--- src/rtl/ad_dac_framer_pkg.sv ---
// rtl/ad_dac_framer_pkg.sv - shared encodings for the AD9739 framer
package ad_dac_framer_pkg;

  typedef enum logic [1:0] {
    MODE_STREAM = 2'd0,
    MODE_ZERO   = 2'd1,
    MODE_RAMP   = 2'd2,
    MODE_CHECK  = 2'd3
  } mode_e;

  typedef enum logic [1:0] {
    ST_IDLE = 2'd0,
    ST_ARM  = 2'd1,
    ST_RUN  = 2'd2
  } state_e;

  typedef enum logic [1:0] {
    SEL_FILL    = 2'd0,
    SEL_STREAM  = 2'd1,
    SEL_PATTERN = 2'd2
  } sel_e;

  localparam int CNT_WIDTH = 16;

endpackage

--- src/rtl/ad_dac_pattern_gen.sv ---
// rtl/ad_dac_pattern_gen.sv - ramp and checkerboard beat source
// Used only when AD_DAC_FRAMER_PATTERN_EN is defined.
module ad_dac_pattern_gen #(
  parameter int DATA_WIDTH = 16
) (
  input  logic                    clk,
  input  logic                    rst,
  input  logic                    clear,
  input  logic                    advance,
  input  logic                    sel_board,
  output logic [8*DATA_WIDTH-1:0] data
);

  localparam logic [DATA_WIDTH-1:0] BOARD_EVEN = {1'b0, {(DATA_WIDTH-1){1'b1}}};
  localparam logic [DATA_WIDTH-1:0] BOARD_ODD  = {1'b1, {(DATA_WIDTH-1){1'b0}}};

  logic [DATA_WIDTH-1:0] base;

  always_ff @(posedge clk) begin
    if (rst || clear) begin
      base <= '0;
    end else if (advance) begin
      base <= base + DATA_WIDTH'(8);
    end
  end

  always_comb begin
    data = '0;
    for (int k = 0; k < 8; k++) begin
      if (sel_board) begin
        data[k*DATA_WIDTH +: DATA_WIDTH] = (k % 2 == 0) ? BOARD_EVEN : BOARD_ODD;
      end else begin
        data[k*DATA_WIDTH +: DATA_WIDTH] = base + DATA_WIDTH'(k);
      end
    end
  end

endmodule

--- src/rtl/ad_dac_framer.sv ---
// rtl/ad_dac_framer.sv - AD9739 div_clk framer: FSM, handshake, two-stage pipeline, formatting
// Ramp/checkerboard generators are compiled in when AD_DAC_FRAMER_PATTERN_EN is defined.
module ad_dac_framer
  import ad_dac_framer_pkg::*;
#(
  parameter int DATA_WIDTH    = 16,
  parameter bit OFFSET_BINARY = 1'b0
) (
  input  logic                    clk,
  input  logic                    rst,
  input  logic                    enable,
  input  logic [1:0]              mode,
  input  logic [8*DATA_WIDTH-1:0] s_data,
  input  logic                    s_valid,
  output logic                    s_ready,
  output logic [DATA_WIDTH-1:0]   data_s0,
  output logic [DATA_WIDTH-1:0]   data_s1,
  output logic [DATA_WIDTH-1:0]   data_s2,
  output logic [DATA_WIDTH-1:0]   data_s3,
  output logic [DATA_WIDTH-1:0]   data_s4,
  output logic [DATA_WIDTH-1:0]   data_s5,
  output logic [DATA_WIDTH-1:0]   data_s6,
  output logic [DATA_WIDTH-1:0]   data_s7,
  output logic                    running,
  output logic                    underflow,
  output logic [CNT_WIDTH-1:0]    underflow_cnt
);

  // XOR mask: flips the MSB for offset binary, and is also the formatted fill word.
  localparam logic [DATA_WIDTH-1:0] FMT_ZERO =
    OFFSET_BINARY ? {1'b1, {(DATA_WIDTH-1){1'b0}}} : {DATA_WIDTH{1'b0}};

  state_e state, next_state;
  mode_e  eff_mode;

  sel_e                    sel_d, sel_q;
  logic                    uf_d, uf_q, uf_out;
  logic [8*DATA_WIDTH-1:0] pay_d, pay_q;
  logic [7:0][DATA_WIDTH-1:0] fmt_d, out_q;
  logic [CNT_WIDTH-1:0]    cnt_q;
  logic                    running_q;

  always_comb begin
`ifdef AD_DAC_FRAMER_PATTERN_EN
    eff_mode = mode_e'(mode);
`else
    eff_mode = (mode == 2'd0) ? MODE_STREAM : MODE_ZERO;
`endif
  end

  always_ff @(posedge clk) begin
    if (rst) begin
      state <= ST_IDLE;
    end else begin
      state <= next_state;
    end
  end

  always_comb begin
    next_state = state;
    if (!enable) begin
      next_state = ST_IDLE;
    end else begin
      case (state)
        ST_IDLE: next_state = ST_ARM;
        ST_ARM: begin
          if (eff_mode != MODE_STREAM || s_valid) next_state = ST_RUN;
        end
        default: next_state = ST_RUN;
      endcase
    end
  end

  // enable gates s_ready so a beat offered while disabling is never handshaken.
  always_comb begin
    s_ready = enable && (state != ST_IDLE) && (eff_mode == MODE_STREAM);
    sel_d   = SEL_FILL;
    uf_d    = 1'b0;
    if (s_ready) begin
      if (s_valid) begin
        sel_d = SEL_STREAM;
      end else if (state == ST_RUN) begin
        uf_d = 1'b1;
      end
    end else if (enable && state == ST_RUN &&
                 (eff_mode == MODE_RAMP || eff_mode == MODE_CHECK)) begin
      sel_d = SEL_PATTERN;
    end
  end

`ifdef AD_DAC_FRAMER_PATTERN_EN
  logic [8*DATA_WIDTH-1:0] pat_data;

  ad_dac_pattern_gen #(
    .DATA_WIDTH(DATA_WIDTH)
  ) u_pattern_gen (
    .clk      (clk),
    .rst      (rst),
    .clear    (state != ST_RUN),
    .advance  (enable && state == ST_RUN && eff_mode == MODE_RAMP),
    .sel_board(eff_mode == MODE_CHECK),
    .data     (pat_data)
  );

  always_comb begin
    pay_d = (sel_d == SEL_PATTERN) ? pat_data : s_data;
  end
`else
  always_comb begin
    pay_d = s_data;
  end
`endif

  always_ff @(posedge clk) begin
    if (rst) begin
      sel_q <= SEL_FILL;
      pay_q <= '0;
      uf_q  <= 1'b0;
    end else begin
      sel_q <= sel_d;
      pay_q <= pay_d;
      uf_q  <= uf_d;
    end
  end

  always_comb begin
    for (int k = 0; k < 8; k++) begin
      fmt_d[k] = (sel_q == SEL_FILL) ? FMT_ZERO
                                     : (pay_q[k*DATA_WIDTH +: DATA_WIDTH] ^ FMT_ZERO);
    end
  end

  always_ff @(posedge clk) begin
    if (rst) begin
      out_q  <= {8{FMT_ZERO}};
      uf_out <= 1'b0;
    end else begin
      out_q  <= fmt_d;
      uf_out <= uf_q;
    end
  end

  always_ff @(posedge clk) begin
    if (rst) begin
      cnt_q     <= '0;
      running_q <= 1'b0;
    end else begin
      running_q <= (next_state == ST_RUN);
      if (state == ST_IDLE && next_state != ST_IDLE) begin
        cnt_q <= '0;
      end else if (uf_d && cnt_q != {CNT_WIDTH{1'b1}}) begin
        cnt_q <= cnt_q + 1'b1;
      end
    end
  end

  assign data_s0       = out_q[0];
  assign data_s1       = out_q[1];
  assign data_s2       = out_q[2];
  assign data_s3       = out_q[3];
  assign data_s4       = out_q[4];
  assign data_s5       = out_q[5];
  assign data_s6       = out_q[6];
  assign data_s7       = out_q[7];
  assign running       = running_q;
  assign underflow     = uf_out;
  assign underflow_cnt = cnt_q;

endmodule

--- config.mk ---
export PLATFORM = sky130hd
export DESIGN_NAME = ad_dac_framer
export DESIGN_NICKNAME = d
export VERILOG_FILES = /design/src/rtl/ad_dac_framer_pkg.sv /design/src/rtl/ad_dac_pattern_gen.sv /design/src/rtl/ad_dac_framer.sv
export SDC_FILE = /design/constraint.sdc
export NUM_CORES = 1
export LEC_CHECK = 0
export ABC_AREA = 1
export CAP_MARGIN = 20
export CORE_UTILIZATION = 47
export CTS_BUF_LIST = sky130_fd_sc_hd__clkbuf_4
export DETAILED_ROUTE_END_ITERATION = 6
export PLACE_DENSITY = 0.82
export SLEW_MARGIN = 20
export SYNTH_ARGS = -nofsm -noshare
export SYNTH_HDL_FRONTEND = slang
export SYNTH_SLANG_ARGS = --single-unit
--- constraint.sdc ---
create_clock -name clk -period 1.75 [get_ports clk]
set_input_delay 0.35 -clock clk [delete_from_list [all_inputs] [get_ports clk]]
set_output_delay 0.35 -clock clk [all_outputs]
set_load 0.03 [all_outputs]
==> metrics.txt, run 1 <==
post-route minimum period=1698 ps; Core ar.=17360 um2; Hold Crit Class=input pin to register; dpl hpwl=13.13 mm; Critical-path top delay cell=clkdlybuf4s50_1; GRT overflow=0; Synth top area share=0.6638; CP Class=input pin to primary output; DR WL/cell=12.14 um; Post-synth EDFFs=0; startpoint type of the worst setup path=input pin; CP Max Fanout=2; Post-Syn Instances=968; share of layout cells above drive strength 1=0.1556; P per Cell Area=1013 nW/um2; first-pass GRT wire length=29.25 mm; fillcell total=1340; DRC violations left=0; Seq cells post-synth=278; worst hold margin=227.8 ps; Die W=135.6 um; Post-synth ARST share=0; Critical Path, Cell by Cell=clkdlybuf4s50_1 -> nor2_2 -> nand2_2 -> nor2_2 -> buf_4; Clk Latency, worst-skew pair=630 ps; vias in the first global route=6428; initial detailed-routing violation count=155; Yosys top cell by area=dfxtp_1; Slew Viols, Final=0; final WL=18.99 mm; Die Ht=135.6 um; total number of vias=6562; Setup Viol. Count Final=0; critical path endpoint category=primary output; max incr delay on CP=420 ps; largest net degree at the start of global routing=122; max reg flops=128; Rel. slew slack=0.6483; GP Congestion=0.8087; Post-synth top flop=dfxtp_1; pre-CTS setup slack=-103.2 ps; Die Area=18380 um2; Clock transition at path regs=70 ps; Tcrit/Tclk final=0.9704; register area share after synthesis=0.6638; reg-to-reg startpoint=underflow_cnt[1]; Synthesized Nets=1103; Hold Vio Cnt, Final=0; Highest Clock Rate=588.9 MHz; Root Buffer=clkbuf_4; CP startpoint=mode[1]; cell area after layout=12050 um2; CP most frequent cell=nor2_2; I/O Buffers=280; syn avg cell area=8.661 um2; # rows=48; Biggest register=pay_q; Leakage Power=5.875 nW; nets=1437; worst setup margin=51.82 ps; Top Ports=281; deepest level of the CTS H-tree=3; antenna violations before repair=2; Worst Path Required=1400 ps; FF-to-FF path depth=9; DR pass1 iterations=4; clk sinks=278; worst r2r dst=underflow_cnt[13]; antenna viol nets, final=0; CP Capture Point=s_ready; P&R area growth vs syn=43.71%; status=complete, no violations; max-cap violations=0; Placed Area=11480 um2; CTS tree=done; crit path DAT=1350 ps; pin slew with the least headroom to its limit=527.5 ps; worst reg2reg setup slack=130 ps; Area contributors post-synth=dfxtp_1, nor2_1, inv_1; Starting Density=0.4831; Worst VDD drop=0.5980 mV; post-DR vias/cell=4.196; Synth Warn #=0; post-synth cell types=24; clk_skew=39.99 ps; Mapped Area=8384 um2; CTS buffer count=69; gr usage total=0.2060; Max Buffers Root-to-Sink=3
==> layout make-up <==
cell class              count  area, um2  area share
clock buffers              96      720.7     0.05981
repair buffers            295       2700      0.2241
flip-flops and latches    278       5572      0.4624
well taps                 225      281.5     0.02336
multi-input cells         385       1655      0.1374
diodes                      2      5.005   0.0004154
inverters                 273       1025     0.08505
clock inverters            10      90.09    0.007477
==> cells in the final DEF (no fill, tap or decap), types with 2 or more instances in the layout <==
| master | instances |
|---|---|
| clkinv_1 | 5 |
| xor2_1 | 4 |
| nor2_4 | 4 |
| clkbuf_2 | 37 |
| clkdlybuf4s50_1 | 132 |
| clkbuf_4 | 96 |
| nor2_1 | 279 |
| dlygate4sd2_1 | 26 |
| clkdlybuf4s15_1 | 63 |
| xnor2_1 | 2 |
| dfxtp_1 | 273 |
| inv_1 | 271 |
| nand2_2 | 5 |
| a21oi_2 | 10 |
| clkdlybuf4s15_2 | 6 |
| nand2_1 | 48 |
| a21oi_1 | 5 |
| buf_12 | 5 |
| dfxtp_2 | 5 |
| nand2_4 | 2 |
| nor2_2 | 5 |
| bufinv_16 | 2 |
| inv_2 | 5 |
| buf_2 | 13 |
| buf_4 | 11 |
| diode_2 | 2 |
| nand4_1 | 5 |
| nand3_1 | 11 |
==> repair_timing <==
action                                 4_1_cts  5_1_grt
setup endpoints to repair                  147      110
gates resized for setup                    236      123
pin swaps                                    1        1
endpoints found under the hold margin        4        0
hold buffers                                 1        0
buffers inserted                             0        0
==> synth_stat cells (4+ instances only) <==
library cell  instances
nor2_1              281
nand4_1               5
nand3_1              11
nand2_1              50
inv_1               271
dfxtp_1             278
a21oi_2              10
xor2_1                4
clkbuf_1              8
nand2_2               4
buf_2                21
a21oi_1               5
nor2_4                4
==> worst min-delay path by stage <==
stage	start	endpoint	slack, ps	depth (start not counted)
after floorplan	uf_q	underflow	390	2
after global placement	uf_q	underflow	390	2
after detailed placement	pay_q[71]	data_s4[7]	400	2
after CTS	s_data[53]	pay_q[53]	170	3
after global routing	s_data[72]	pay_q[72]	170	3
final	s_data[53]	pay_q[53]	230	3
==> where the power goes <==
part           total (mW)  switching, mW  internal [mW]
Combinational       0.601          0.245          0.355
Clock                5.07           2.28           2.79
Sequential           6.53         0.0432           6.49
==> stage by stage <==
step | power [mW] | setup TNS, ps | utilization | std cells
finish | 12.20 | 0 | 0.6942 | 1564
global route | 12.85 | -14.16 | 0.6942 | 1564
CTS | 12.39 | 0 | 0.7004 | 1562
detailed placement | 7.274 | -714.2 | 0.6613 | 1455
global placement | 7.247 | 0 | 0.6613 | 1455
floorplan | 6.899 | 0 | - | 968
==> per-layer routing <==
layer / GRT usage / wire (um) / vias up
met5: 0 / 0 / -
met4: 0.1280 / 675 / 0
met3: 0.07931 / 1353 / 42
met2: 0.3662 / 9712 / 219
met1: 0.1996 / 7244 / 2923
li1: - / - / 3378
==> logic make-up after synthesis <==
family          count (synthesis)  share of synthesized area
buf+inv                       305                     0.1415
simple gates                  361                     0.1719
fa+ha+maj                       1                   0.001492
flops                         278                     0.6638
xor+xnor                        6                   0.006268
compound gates                 17                    0.01507
==> critical path, delay by kind of cell <==
kind / cells / cell delay (ps)
buffers and inverters: 2 / 590
AND/OR/NAND/NOR: 3 / 400
Power figures use the tool's default switching activity.
==> run 2, diff against run 1 <==
--- a/config.mk
+++ b/config.mk
@@ -7,10 +7,10 @@
 export LEC_CHECK = 0
 export ABC_AREA = 1
 export CAP_MARGIN = 20
-export CORE_UTILIZATION = 47
+export CORE_UTILIZATION = 40
 export CTS_BUF_LIST = sky130_fd_sc_hd__clkbuf_4
 export DETAILED_ROUTE_END_ITERATION = 6
-export PLACE_DENSITY = 0.82
+export PLACE_DENSITY = 0.72
 export SLEW_MARGIN = 20
 export SYNTH_ARGS = -nofsm -noshare
 export SYNTH_HDL_FRONTEND = slang
==> run 2 against run 1 <==
Hold slack got worse by 3.2 ps. Critical path depth unchanged. Non-clock buffer count increased by 2. Flip-flop and latch count unchanged. Total power increased by 1.4%. Combinational power about the same. Global-route usage decreased by 2.8 points. Die area increased by 17%. Fmax increased by 2.0%. Utilization decreased by 9.9 points. First-iteration DRC count decreased by 18%. Largest cell class unchanged.
==> metrics.txt, run 2 (synthesis results as in run 1) <==
startpoint type of the worst setup path=input pin; Leakage Power=5.875 nW (about the same); Core ar.=20360 um2 (+17%); GRT overflow=0 (unchanged); DR WL/cell=11.66 um (-4.0%); vias in the first global route=6480 (+0.81%); most frequent cells in the layout=nor2_1, inv_1, dfxtp_1; Die Area=21540 um2 (+17%); P&R area growth vs syn=44.60%; Final Total Pwr=12.37 mW (+1.4%); pin slew with the least headroom to its limit=435.4 ps (-92.16 ps); max-cap violations=0 (unchanged); post-route minimum period=1665 ps (-33.03 ps); Hold Vio Cnt, Final=0 (unchanged); # rows=52 (+8.3%); Rel. slew slack=0.7097 (+0.06144); Fin Setup TNS=0 ps (unchanged); CP most frequent cell=nor2_2; final WL=18.84 mm (-0.77%); first-pass GRT wire length=30.10 mm (+2.9%); status=complete, no violations; CP Max Fanout=2 (unchanged); Max Buffers Root-to-Sink=3 (unchanged); clk_skew=24.18 ps (-15.81 ps); gr usage total=0.1777 (-0.02839); DR pass1 iterations=5 (+1); initial detailed-routing violation count=127 (-18%); clk sinks=278 (unchanged); Setup Viol. Count Final=0 (unchanged); Root Buffer=clkbuf_4; Critical-path top delay cell=clkdlybuf4s50_1; DRC violations left=0 (unchanged); Worst VDD drop=0.5142 mV (-14%); Tcrit/Tclk final=0.9515 (-0.01888); unrepaired setup endpoints after global routing=true; antenna viol nets, final=0 (unchanged); Clock transition at path regs=60 ps (about the same); max reg flops=128 (unchanged); Die Ht=146.8 um (+8.3%); CP Class=input pin to primary output; antenna violations before repair=2 (unchanged); fillcell total=1852 (+38%); Placed Area=11540 um2 (+0.51%); total number of vias=6492 (-1.1%); most common cell after layout, fill and taps aside=nor2_1; share of layout cells above drive strength 1=0.1777 (+0.02212); GP Congestion=0.8021 (-0.82%); CTS buffer count=72 (+4.3%); CTS tree=done; nets=1442 (+0.35%); Setup Buffers After CTS=0 (unchanged); deepest level of the CTS H-tree=3 (unchanged); Die W=146.8 um (+8.3%); P per Cell Area=1021 nW/um2 (+0.75%); Top Ports=281 (unchanged); Highest Clock Rate=600.5 MHz (+2.0%); post-DR vias/cell=4.017 (-4.3%); Hold Crit Class=input pin to register; Clk Latency, worst-skew pair=620 ps (about the same); Biggest register=pay_q; crit path DAT=1320 ps (-30 ps); max incr delay on CP=410 ps (about the same); critical path endpoint category=primary output; worst hold margin=224.6 ps (-3.196 ps); I/O Buffers=280 (unchanged); Slew Viols, Final=0 (unchanged); Worst Path Required=1400 ps (about the same); Critical Path, Cell by Cell=clkdlybuf4s50_1 -> nor2_2 -> nand2_1 -> nor2_2 -> buf_6; Starting Density=0.4117 (-0.07135); cell area after layout=12120 um2 (+0.62%); largest net degree at the start of global routing=91 (-25%); dpl hpwl=13.06 mm (-0.49%); final core occ=0.5954 (-0.09885)
run 2: worst paths after layout:
kind / start / endpoint / slack (ps) / cells after the start
setup / recovery: mode[1] / s_ready / 80 / 5
hold / removal: s_data[88] / pay_q[88] / 220 / 3
setup reg to reg: underflow_cnt[1] / underflow_cnt[15] / 150 / 9
hold reg to reg: pay_q[63] / data_s3[15] / 380 / 2
run 2: worst max-delay path, delay by kind of cell:
| kind | cells | cell delay (ps) |
|---|---|---|
| buf+inv | 2 | 560 |
| simple gates | 3 | 400 |
run 2: metal layers:
| layer | track usage | vias to the layer above | wire length [um] |
|---|---|---|---|
| met5 | 0 | - | 0 |
| met4 | 0.09063 | 0 | 568 |
| met3 | 0.07422 | 38 | 1666 |
| met2 | 0.3114 | 235 | 9355 |
| met1 | 0.1804 | 2830 | 7250 |
| li1 | - | 3389 | - |
run 2: power by group:
| group | switching [mW] | leakage [nW] | internal [mW] |
|---|---|---|---|
| Combinational | 0.239 | 3.08 | 0.359 |
| Clock | 2.31 | 0.517 | 2.93 |
| Sequential | 0.0406 | 2.28 | 6.49 |
run 2: stage by stage:
step	instances	setup slack [ps]
after floorplan	968	41.75
after global placement	1502	-12.58
after detailed placement	1502	-48.90
after CTS	1614	0.5472
after global routing	1616	-10.83
final	1616	84.86
run 2: final cells by class:
cell class / count / area, um2 / area share
Inverter: 273 / 1025 / 0.08452
Multi-Input combinational cell: 385 / 1655 / 0.1365
Tap cell: 270 / 337.8 / 0.02786
Antenna cell: 1 / 2.502 / 0.0002064
Clock buffer: 102 / 765.7 / 0.06316
Timing Repair Buffer: 297 / 2665 / 0.2198
Sequential cell: 278 / 5579 / 0.4602
Clock inverter: 10 / 93.84 / 0.007740
run 2: timing repair:
action,CTS,global route
hold buffers,0,1
resized for setup,301,95
hold endpoints to repair,0,3
setup endpoints to repair,147,94
pin swaps,1,0
cloned,0,0
